<file path="config.mk">
export PLATFORM = sky130hd
export DESIGN_NAME = pong_score_fsm
export DESIGN_NICKNAME = d
export VERILOG_FILES = /design/src/rtl/pong_score_fsm.sv
export SDC_FILE = /design/constraint.sdc
export NUM_CORES = 1
export LEC_CHECK = 0
export CAP_MARGIN = 25
export CORE_MARGIN = 1
export CORE_UTILIZATION = 50
export DETAILED_ROUTE_END_ITERATION = 8
export DONT_BUFFER_PORTS = 1
export REMOVE_ABC_BUFFERS = 1
export SLEW_MARGIN = 20
export SYNTH_ARGS = -nofsm -noshare
export SYNTH_HDL_FRONTEND = slang
export SYNTH_SLANG_ARGS = --single-unit
</file>
<file path="constraint.sdc">
create_clock -name i_clk -period 4 [get_ports i_clk]
set_input_delay 0.2 -clock i_clk [delete_from_list [all_inputs] [get_ports i_clk]]
set_output_delay 0.2 -clock i_clk [all_outputs]
set_load 0.01 [all_outputs]
</file>
<file path="src/rtl/pong_score_fsm.sv">
// Pong game-flow controller: serve timing, scoring, game-over blink, and a
// two-digit seven-segment score layer rendered combinationally from pixel coordinates.
module pong_score_fsm #(
   parameter int SCREEN_WIDTH  = 640,
   parameter int SCREEN_HEIGHT = 480,
   parameter int WIN_SCORE     = 9,
   parameter int SERVE_FRAMES  = 60,
   parameter int BLINK_FRAMES  = 16
) (
   input  logic       i_clk,
   input  logic       i_reset,
   input  logic       i_frame_tick,
   input  logic       i_miss_left,
   input  logic       i_miss_right,
   input  logic       i_start,
   input  logic [9:0] i_pixel_x,
   input  logic [9:0] i_pixel_y,
   input  logic       i_visible_area,
   output logic       o_ball_hold,
   output logic       o_serve_dir,
   output logic [3:0] o_score1,
   output logic [3:0] o_score2,
   output logic       o_game_over,
   output logic       o_winner,
   output logic       o_r,
   output logic       o_g,
   output logic       o_b
);

   typedef enum logic [1:0] {
      IDLE,
      SERVE,
      PLAY,
      GAME_OVER
   } state_t;

   localparam logic [3:0] WIN_VAL    = 4'(WIN_SCORE);
   localparam logic [7:0] SERVE_LOAD = 8'(SERVE_FRAMES);
   localparam logic [7:0] BLINK_LAST = 8'(BLINK_FRAMES - 1);

   localparam logic [9:0] D1_X  = 10'd280;
   localparam logic [9:0] D2_X  = 10'd336;
   localparam logic [9:0] DIG_Y = 10'd16;
   localparam logic [9:0] BOX_W = 10'd24;
   localparam logic [9:0] BOX_H = 10'd40;

   state_t     state_q, state_d;
   logic [3:0] score1_q, score1_d;
   logic [3:0] score2_q, score2_d;
   logic       serve_dir_q, serve_dir_d;
   logic       winner_q, winner_d;
   logic [7:0] count_q, count_d;
   logic       blink_q, blink_d;
   logic       hold_q;
   logic       game_over_q;

   // The frame counter is shared: serve countdown in SERVE, blink timer in GAME_OVER.
   // NOTE: sequential state uses non-blocking assignments so every register
   // samples the pre-edge values, independent of statement order.
   always_ff @(posedge i_clk or posedge i_reset) begin
      if (i_reset) begin
         state_q     <= IDLE;
         score1_q    <= '0;
         score2_q    <= '0;
         serve_dir_q <= 1'b0;
         winner_q    <= 1'b0;
         count_q     <= '0;
         blink_q     <= 1'b1;
         hold_q      <= 1'b1;
         game_over_q <= 1'b0;
      end else begin
         state_q     <= state_d;
         score1_q    <= score1_d;
         score2_q    <= score2_d;
         serve_dir_q <= serve_dir_d;
         winner_q    <= winner_d;
         count_q     <= count_d;
         blink_q     <= blink_d;
         hold_q      <= (state_d != PLAY);
         game_over_q <= (state_d == GAME_OVER);
      end
   end

   // NOTE: every variable gets a default before the case so no path leaves
   // one unassigned, which would otherwise infer a latch.
   always_comb begin
      state_d     = state_q;
      score1_d    = score1_q;
      score2_d    = score2_q;
      serve_dir_d = serve_dir_q;
      winner_d    = winner_q;
      count_d     = count_q;
      blink_d     = blink_q;

      case (state_q)
         IDLE: begin
            if (i_start) begin
               state_d     = SERVE;
               count_d     = SERVE_LOAD;
               serve_dir_d = 1'b0;
            end
         end

         SERVE: begin
            if (i_frame_tick) begin
               if (count_q == 8'd1) begin
                  state_d = PLAY;
                  count_d = '0;
               end else begin
                  count_d = count_q - 8'd1;
               end
            end
         end

         PLAY: begin
            if (i_miss_left && i_miss_right) begin
               // Simultaneous misses void the rally: replay without scoring.
               state_d = SERVE;
               count_d = SERVE_LOAD;
            end else if (i_miss_right) begin
               score1_d    = score1_q + 4'd1;
               serve_dir_d = 1'b1;
               if (score1_d == WIN_VAL) begin
                  state_d  = GAME_OVER;
                  winner_d = 1'b0;
                  count_d  = '0;
                  blink_d  = 1'b1;
               end else begin
                  state_d = SERVE;
                  count_d = SERVE_LOAD;
               end
            end else if (i_miss_left) begin
               score2_d    = score2_q + 4'd1;
               serve_dir_d = 1'b0;
               if (score2_d == WIN_VAL) begin
                  state_d  = GAME_OVER;
                  winner_d = 1'b1;
                  count_d  = '0;
                  blink_d  = 1'b1;
               end else begin
                  state_d = SERVE;
                  count_d = SERVE_LOAD;
               end
            end
         end

         GAME_OVER: begin
            if (i_start) begin
               state_d     = SERVE;
               score1_d    = '0;
               score2_d    = '0;
               serve_dir_d = 1'b0;
               count_d     = SERVE_LOAD;
               blink_d     = 1'b1;
            end else if (i_frame_tick) begin
               if (count_q == BLINK_LAST) begin
                  count_d = '0;
                  blink_d = ~blink_q;
               end else begin
                  count_d = count_q + 8'd1;
               end
            end
         end

         default: state_d = IDLE;
      endcase
   end

   assign o_ball_hold = hold_q;
   assign o_serve_dir = serve_dir_q;
   assign o_score1    = score1_q;
   assign o_score2    = score2_q;
   assign o_game_over = game_over_q;
   assign o_winner    = winner_q;

   // Segment mask ordered {a,b,c,d,e,f,g}; out-of-range values stay blank.
   function automatic logic [6:0] seg_decode(input logic [3:0] value);
      logic [6:0] segs;
      case (value)
         4'd0:    segs = 7'b1111110;
         4'd1:    segs = 7'b0110000;
         4'd2:    segs = 7'b1101101;
         4'd3:    segs = 7'b1111001;
         4'd4:    segs = 7'b0110011;
         4'd5:    segs = 7'b1011011;
         4'd6:    segs = 7'b1011111;
         4'd7:    segs = 7'b1110000;
         4'd8:    segs = 7'b1111111;
         4'd9:    segs = 7'b1111011;
         default: segs = 7'b0000000;
      endcase
      return segs;
   endfunction

   // Caller guarantees dx < 24 and dy < 40.
   function automatic logic seg_hit(input logic [6:0] segs,
                                    input logic [4:0] dx,
                                    input logic [5:0] dy);
      logic left_col, right_col, upper, lower;
      left_col  = (dx <= 5'd3);
      right_col = (dx >= 5'd20);
      upper     = (dy <= 6'd19);
      lower     = (dy >= 6'd20);
      return (segs[6] && (dy <= 6'd3))
          || (segs[5] && right_col && upper)
          || (segs[4] && right_col && lower)
          || (segs[3] && (dy >= 6'd36))
          || (segs[2] && left_col && lower)
          || (segs[1] && left_col && upper)
          || (segs[0] && (dy >= 6'd18) && (dy <= 6'd21));
   endfunction

   logic [9:0] dx1, dx2, dy;
   logic       on_screen, in_row, in_box1, in_box2;
   logic       show1, show2, lit;

   always_comb begin
      dx1       = i_pixel_x - D1_X;
      dx2       = i_pixel_x - D2_X;
      dy        = i_pixel_y - DIG_Y;
      on_screen = i_visible_area
               && (i_pixel_x < 10'(SCREEN_WIDTH))
               && (i_pixel_y < 10'(SCREEN_HEIGHT));
      in_row    = (i_pixel_y >= DIG_Y) && (dy < BOX_H);
      in_box1   = in_row && (i_pixel_x >= D1_X) && (dx1 < BOX_W);
      in_box2   = in_row && (i_pixel_x >= D2_X) && (dx2 < BOX_W);
      // During the dark blink phase only the winner's digit disappears.
      show1     = !(game_over_q && !blink_q && !winner_q);
      show2     = !(game_over_q && !blink_q && winner_q);
      lit       = on_screen
               && ((in_box1 && show1 && seg_hit(seg_decode(score1_q), dx1[4:0], dy[5:0]))
                || (in_box2 && show2 && seg_hit(seg_decode(score2_q), dx2[4:0], dy[5:0])));
   end

   assign o_r = lit;
   assign o_g = lit;
   assign o_b = lit;

endmodule
</file>
==> results.md, run 1 <==
* Status: completed
* Startpoint Class: register
* Hold path start: i_miss_left
* Die area at 5443 µm²
* Routability cong. at ~0.93
* First-pass GRT wire length at between 10000 and 15000 µm
* Die H at about 74 µm
* CTS Buffer Depth at 2
* Post-synthesis sequential area ratio at 0.2244
* Total negative slack at 0 ns
* Period utilisation layout at 0.6525
* Die width at between 70 and 80 µm
* Min Tclk post-route at 2.610 ns
* Vias per cell at approximately 6
* RSZ-0062 raised after global routing: no
* Antenna violations before repair at 0
* Top_reg_cell synth: dfrtp_1
* Dominant cell type by area after synthesis: dfrtp_1
* Switch Pwr at about 630 µW
* Synth warn at 0
* Sw Share at 0.4857
* Setup ws final at ~1.4 ns
* Setup-failing EPs final at 0
* Max-Cap Viols at 0
* Mean Syn Cell Area at 7.760 µm²
* Area Growth Syn to Fin at 3.011%
* Post-synth EDFFs at 0
* Wirelength per Cell at 15.95 µm
* Grt total ovfl at 0
* Final hold slack at ~0.048 ns
* Worst ir drop on vdd at just over 400 µV
* Post-Syn Area at between 2000 and 3000 µm²
* CP required at between 3 and 4 ns
* Total core area at 4848 µm²
* Hpwl dp at about 4800 µm
* CP endpoint kind: output pin
* Initial DRC count at 111
* Worst-path clk slew at about 0.09 ns
* Flop2flop setup slack at roughly 1.7 ns
* Placed insts at about 390
* Final Max Slew Viols at 0
* H-tree Lvls at 1
* Pin count of the biggest net entering global routing at 24
* Comb pwr share at 0.532
* WHS Endpoint: o_winner
* Post-synth top area share at 0.2040
* Area contributors post-synth: dfrtp_1 (20%), ha_1 (15%), o21ai_0 (5.4%)
* Synth Instances at roughly 330
* Worst skew pair latency at 0.27 ns
* Clock Skew at between 0.007 and 0.008 ns
* FFs w/ async S/R, synth at 1.000
* Cell-internal power at 670.6 µW
* ANT nets after route at 0
* R2R Path Start: state_q[1]
* Vias in the first global route at between 2000 and 2500
* Yosys cell types at 70
* Place WS at approximately 1.7 ns
* Site Rows at 25
* Routed Wire Length at ~6200 µm
* Remaining DRCs at 0
* Via count at around 2300
* Setup bufs post-CTS at 0
* Hold crit path type: in -> reg
* Reg2reg path depth at 7
* # clock sinks at 23
* CTS Buf Count at 3
* Total power at between 1 and 1.5 mW
* CTS tree: yes
* GRT Resource Usage Total at 0.2430
* Clk Tree Root Cell: clkbuf_8
* CP max FO at 7
* Worst slew pin tran at between 0.6 and 0.7 ns
* Yosys reg bits at 23
* Leakage dissipation at approximately 1.1 nW
* Starting density of the core at 0.5314
* Kind of critical path: reg -> out
* Fmax at roughly 0.38 GHz
* Pwr Density at around 490 nW/µm²
* Non-Filler Instances at just under 400
* Number of diodes at 0
* Flop pwr share at 0.353
* Clock share of power at 0.115
* IO Pins at 42
* Fin nets at 382
* Slew headroom at 0.5621
* R2r endpoint: blink_q
* Hold Path Stages at 2
* Port buffer count at 0
* Layout cell share with drive strength beyond 1 at 0.05247
* Crit path DAT at between 2 and 2.5 ns
* Final Hold Fails at 0
* Router iterations before antenna repair at 5
## repair_timing
action                                 in CTS  in global routing
hold buffers                                0                  1
endpoints found under the hold margin       0                 11
gates resized for setup                     0                  0
## kinds of logic after synthesis
group                    after synthesis  synth area share
AO/OA/AOI/OAI                        112            0.2929
multiplexers                           3           0.01214
XOR/XNOR                               4           0.01360
buffers and inverters                 46           0.07673
flip-flops                            23            0.2244
adder cells (fa/ha/maj)               30            0.1457
AND/OR/NAND/NOR                      114            0.2346
## registers in the layout, summed over array words and instances, names as in the netlist
name,flops
o_ball_hold,1
count_q,8
blink_q,1
o_winner,1
o_game_over,1
o_score2,4
o_score1,4
o_serve_dir,1
state_q,2
## through the flow
stage	utilization	area (µm²)
after detailed placement	0.5326	2582
final	0.5474	2654
after CTS	0.5422	2629
after global placement	0.5326	2582
after floorplan	-	2499
after global routing	0.5474	2654
## cell type report
cell class / instances / area [µm²]
clock buffer: 3 / 41.29
clock inverter: 1 / 5.005
fill: 478 / 2195
inverter: 32 / 120.1
multi-input combinational: 263 / 1800
sequential: 23 / 578.1
tap: 67 / 83.83
timing repair buffer: 2 / 25.02
## synth_stat cells, types with 3 or more instances
cell,count
inv_1,31
ha_1,30
o21ai_0,28
nor2_1,26
nand2_1,25
a21oi_1,21
dfrtp_1,21
nor3_1,11
nand3_1,10
a31oi_1,8
nand2b_1,8
buf_2,5
clkbuf_1,5
nor2b_1,5
o22ai_1,5
a21o_1,4
and3_1,4
o2111ai_1,4
and2_1,3
buf_4,3
nand4_1,3
nor3b_1,3
nor4_1,3
o211ai_1,3
o21ai_1,3
o311ai_1,3
## layer usage
| layer | part of all wire | vias to the layer above | GRT usage |
|---|---|---|---|
| met5 | 0 | - | 0 |
| met4 | 0.0056 | 0 | 0.07479 |
| met3 | 0.042 | 2 | 0.02058 |
| met2 | 0.50 | 54 | 0.4465 |
| met1 | 0.45 | 1093 | 0.2987 |
| li1 | - | 1197 | - |
## worst max path at each step
stage | from | endpoint | depth (start not counted)
after floorplan | o_score1[0] | o_b | 8
after global placement | o_score1[0] | o_b | 8
after detailed placement | o_score2[1] | o_g | 8
after CTS | o_score1[0] | o_g | 8
after global routing | o_score1[0] | o_g | 8
final | o_score1[0] | o_b | 8
## worst max-delay path: stages (launching register included)
cell and delay, ns:
dfrtp_1 0.50, inv_1 0.13, ha_1 0.32, and2_1 0.18
nand3_1 0.07, a21boi_0 0.08, o22ai_1 0.17, o2111ai_1 0.13
a21oi_1 0.55
## cells in the final DEF (no fill, tap or decap), types with 3 or more instances in the layout
master	n
nor3_1	11
a21oi_1	21
and2_1	3
dfrtp_1	21
o21ai_1	3
o2111ai_1	4
nand3_1	10
and3_1	4
a21o_1	4
inv_1	31
nand4_1	3
clkbuf_8	3
nor2b_1	5
o21ai_0	28
ha_1	30
o311ai_1	3
nand2b_1	8
nand2_1	25
a31oi_1	8
o211ai_1	3
nor3b_1	3
nor2_1	26
nor4_1	3
o22ai_1	5
## power by group through the flow
stage | clock [mW] | combinational (mW) | sequential [mW]
floorplan | 0 | 0.554 | 0.427
global placement | 0 | 0.689 | 0.461
detailed placement | 0 | 0.691 | 0.461
CTS | 0.154 | 0.694 | 0.457
global route | 0.164 | 0.780 | 0.482
finish | 0.150 | 0.693 | 0.460
Note: power is estimated with default switching activity, not from simulation.
==> run 2: changes to the inputs <==
--- a/config.mk
+++ b/config.mk
@@ -10,6 +10,7 @@
 export CORE_UTILIZATION = 50
 export DETAILED_ROUTE_END_ITERATION = 8
 export DONT_BUFFER_PORTS = 1
+export PLACE_DENSITY = 0.68
 export REMOVE_ABC_BUFFERS = 1
 export SLEW_MARGIN = 20
 export SYNTH_ARGS = -nofsm -noshare
==> constraint.sdc (replaced) <==
create_clock -name i_clk -period 2.1 [get_ports i_clk]
set_input_delay 0.105 -clock i_clk [delete_from_list [all_inputs] [get_ports i_clk]]
set_output_delay 0.105 -clock i_clk [all_outputs]
set_load 0.01 [all_outputs]
==> results.md, run 2 (synthesis results as in run 1) <==
* Fill cells at 413 (-14%)
* Status: finished with violations
* RSZ-0062 raised after global routing: yes
* Clk Tree Root Cell: clkbuf_8
* Final Hold Fails at 0 (unchanged)
* CTS Buffer Depth at 2 (unchanged)
* Die area at 5443 µm² (unchanged)
* Slew headroom at 0.6161 (+0.05400)
* Layout cell share with drive strength beyond 1 at 0.2123 (+0.1598)
* Fmax at approximately 0.47 GHz
* Pwr Density at 991.7 nW/µm² (+100%)
* Setup ws final at -0.02465 ns (-1.414 ns)
* H-tree Lvls at 1 (unchanged)
* GRT met1 Usage at 0.3212 (+0.02249)
* Min Tclk post-route at 2.125 ns
* Most frequent cells in the layout: inv_1 (28), buf_4 (28), nor2_1 (26), nand2_1 (25), ha_1 (24)
* Hold crit path type: in -> reg
* Critical path startpoint: o_score2[1]
* Remaining DRCs at 0 (unchanged)
* CP required at 2.00 ns (-1.80 ns)
* Antenna violations before repair at 0 (unchanged)
* Wirelength per Cell at 15.67 µm (-1.8%)
* Startpoint Class: register
* Leakage dissipation at 1.301 nW (+16%)
* Met2 usage at 0.4557 (+0.009174)
* Initial DRC count at 113 (+1.8%)
* Number of diodes at 0 (unchanged)
* Kind of critical path: reg -> out
* GRT Resource Usage Total at 0.2587 (+0.01562)
* Vias in the first global route at 2453 (+10%)
* Router iterations before antenna repair at 4 (-1)
* Final Max Slew Viols at 0 (unchanged)
* Period utilisation layout at 1.012
* Worst slew pin tran at 0.5759 ns (-0.08306 ns)
* Comb pwr share at 0.639 (+0.107)
* Total core area at 4848 µm² (unchanged)
* Via count at 2552 (+8.8%)
* CP max FO at 5 (-2)
* Largest Register: count_q
* Site Rows at 25 (unchanged)
* Starting density of the core at 0.5314 (unchanged)
* Crit path DAT at 2.02 ns (-0.39 ns)
* Routed Wire Length at 6658 µm (+6.7%)
* Die H at 73.78 µm (unchanged)
* GR peak layer: met2
* Placed insts at 406 (+5.5%)
* Worst-path clk slew at 0.09 ns (about the same)
* Met3 GRT Util at 0.02606 (+0.005487)
* CTS tree: yes
* Cell-internal power at 1.662 mW (+150%)
* Routability cong. at 0.9335 (+0.45%)
* Pin count of the biggest net entering global routing at 24 (unchanged)
* Fin nets at 416 (+8.9%)
* Sw Share at 0.4587 (-0.02698)
* R2R Path Start: o_score1[1]
* Hold path start: i_frame_tick
* Max-Cap Viols at 0 (unchanged)
* Non-Filler Instances at 425 (+8.7%)
* Die width at 73.78 µm (unchanged)
* Area Growth Syn to Fin at 20.16%
* ANT nets after route at 0 (unchanged)
* Flop pwr share at 0.268 (-0.085)
* First-pass GRT wire length at 10980 µm (+8.4%)
* Clock Skew at 0.006123 ns (-0.001145 ns)
* Largest register FFs at 8 (unchanged)
* Worst skew pair latency at 0.27 ns (about the same)
* Setup-failing EPs final at 3 (+3)
* IO Pins at 42 (unchanged)
* Final hold slack at 0.06746 ns (+0.01934 ns)
* Switch Pwr at 1.408 mW (+120%)
* CTS Buf Count at 3 (unchanged)
* Hpwl dp at 4924 µm (+2.8%)
* Worst ir drop on vdd at 640.7 µV (+54%)
* Clock share of power at 0.092 (-0.023)
* Port buffer count at 0 (unchanged)
* CP endpoint kind: output pin
* Grt total ovfl at 0 (unchanged)
* Failing checks: setup timing
* # clock sinks at 23 (unchanged)
* Vias per cell at 6.005 (about the same)
-- run 2: power by group through the flow --
stage | Sequential (mW) | Combinational, mW | Clock, mW
2_1_floorplan | 0.814 | 1.06 | 0
3_3_place_gp | 0.789 | 1.53 | 0
3_5_place_dp | 0.793 | 1.55 | 0
4_1_cts | 0.784 | 1.77 | 0.294
5_1_grt | 0.847 | 2.17 | 0.313
6_report | 0.824 | 1.96 | 0.283
-- run 2: timing repair --
action,4_1_cts,5_1_grt
gates cloned,0,0
endpoints found under the hold margin,23,0
pin swaps,16,9
buffers inserted,6,5
hold buffers,3,0
setup endpoints to repair,3,7
resized for setup,30,18
-- run 2: area by class of cell --
type / count / area [µm²] / share of cell area
inverter: 32 / 122.6 / 0.03961
multi-input combinational: 263 / 1947 / 0.6289
timing repair buffer: 36 / 312.8 / 0.1011
sequential: 23 / 583.1 / 0.1884
tap: 67 / 83.83 / 0.02708
clock inverter: 1 / 5.005 / 0.001617
clock buffer: 3 / 41.29 / 0.01334
-- run 2: final timing paths --
kind                                to  slack, ns  cells past startpoint
max reg2reg                o_ball_hold       0.10                      8
max                                o_g      -0.02                      9
min reg2reg                o_serve_dir       0.58                      1
min in group asynchronous  o_score2[3]       0.24                      2
min                            blink_q       0.07                      2
max in group asynchronous  o_ball_hold       1.38                      3
-- run 2: worst max-delay path: stages (launching register included) --
cell and delay (ns):
dfrtp_2 0.46, inv_4 0.06, ha_4 0.26, and2_4 0.15
nand3_2 0.08, o211ai_1 0.13, nor2_1 0.06, o311ai_1 0.28
a21oi_1 0.11, buf_4 0.17
-- run 2: stage by stage --
| stage | TNS [ns] | worst slack, ns | cell area [µm²] | utilization | total power, mW |
|---|---|---|---|---|---|
| global placement | 0 | 0.1610 | 2740 | 0.5652 | 2.319 |
| floorplan | 0 | 0.03746 | 2499 | - | 1.870 |
| finish | -0.07388 | -0.02465 | 3095 | 0.6385 | 3.070 |
| CTS | 0 | 0.00006883 | 2953 | 0.6090 | 2.852 |
| detailed placement | 0 | 0.07313 | 2740 | 0.5652 | 2.347 |
| global route | -0.3670 | -0.1223 | 3095 | 0.6385 | 3.328 |
-- run 2: layer usage --
layer  vias up  routed length [µm]
met3        13                 267
met2        73                3232
met5         -                   0
met1      1203                3008
li1       1263                   -
met4         0                 150
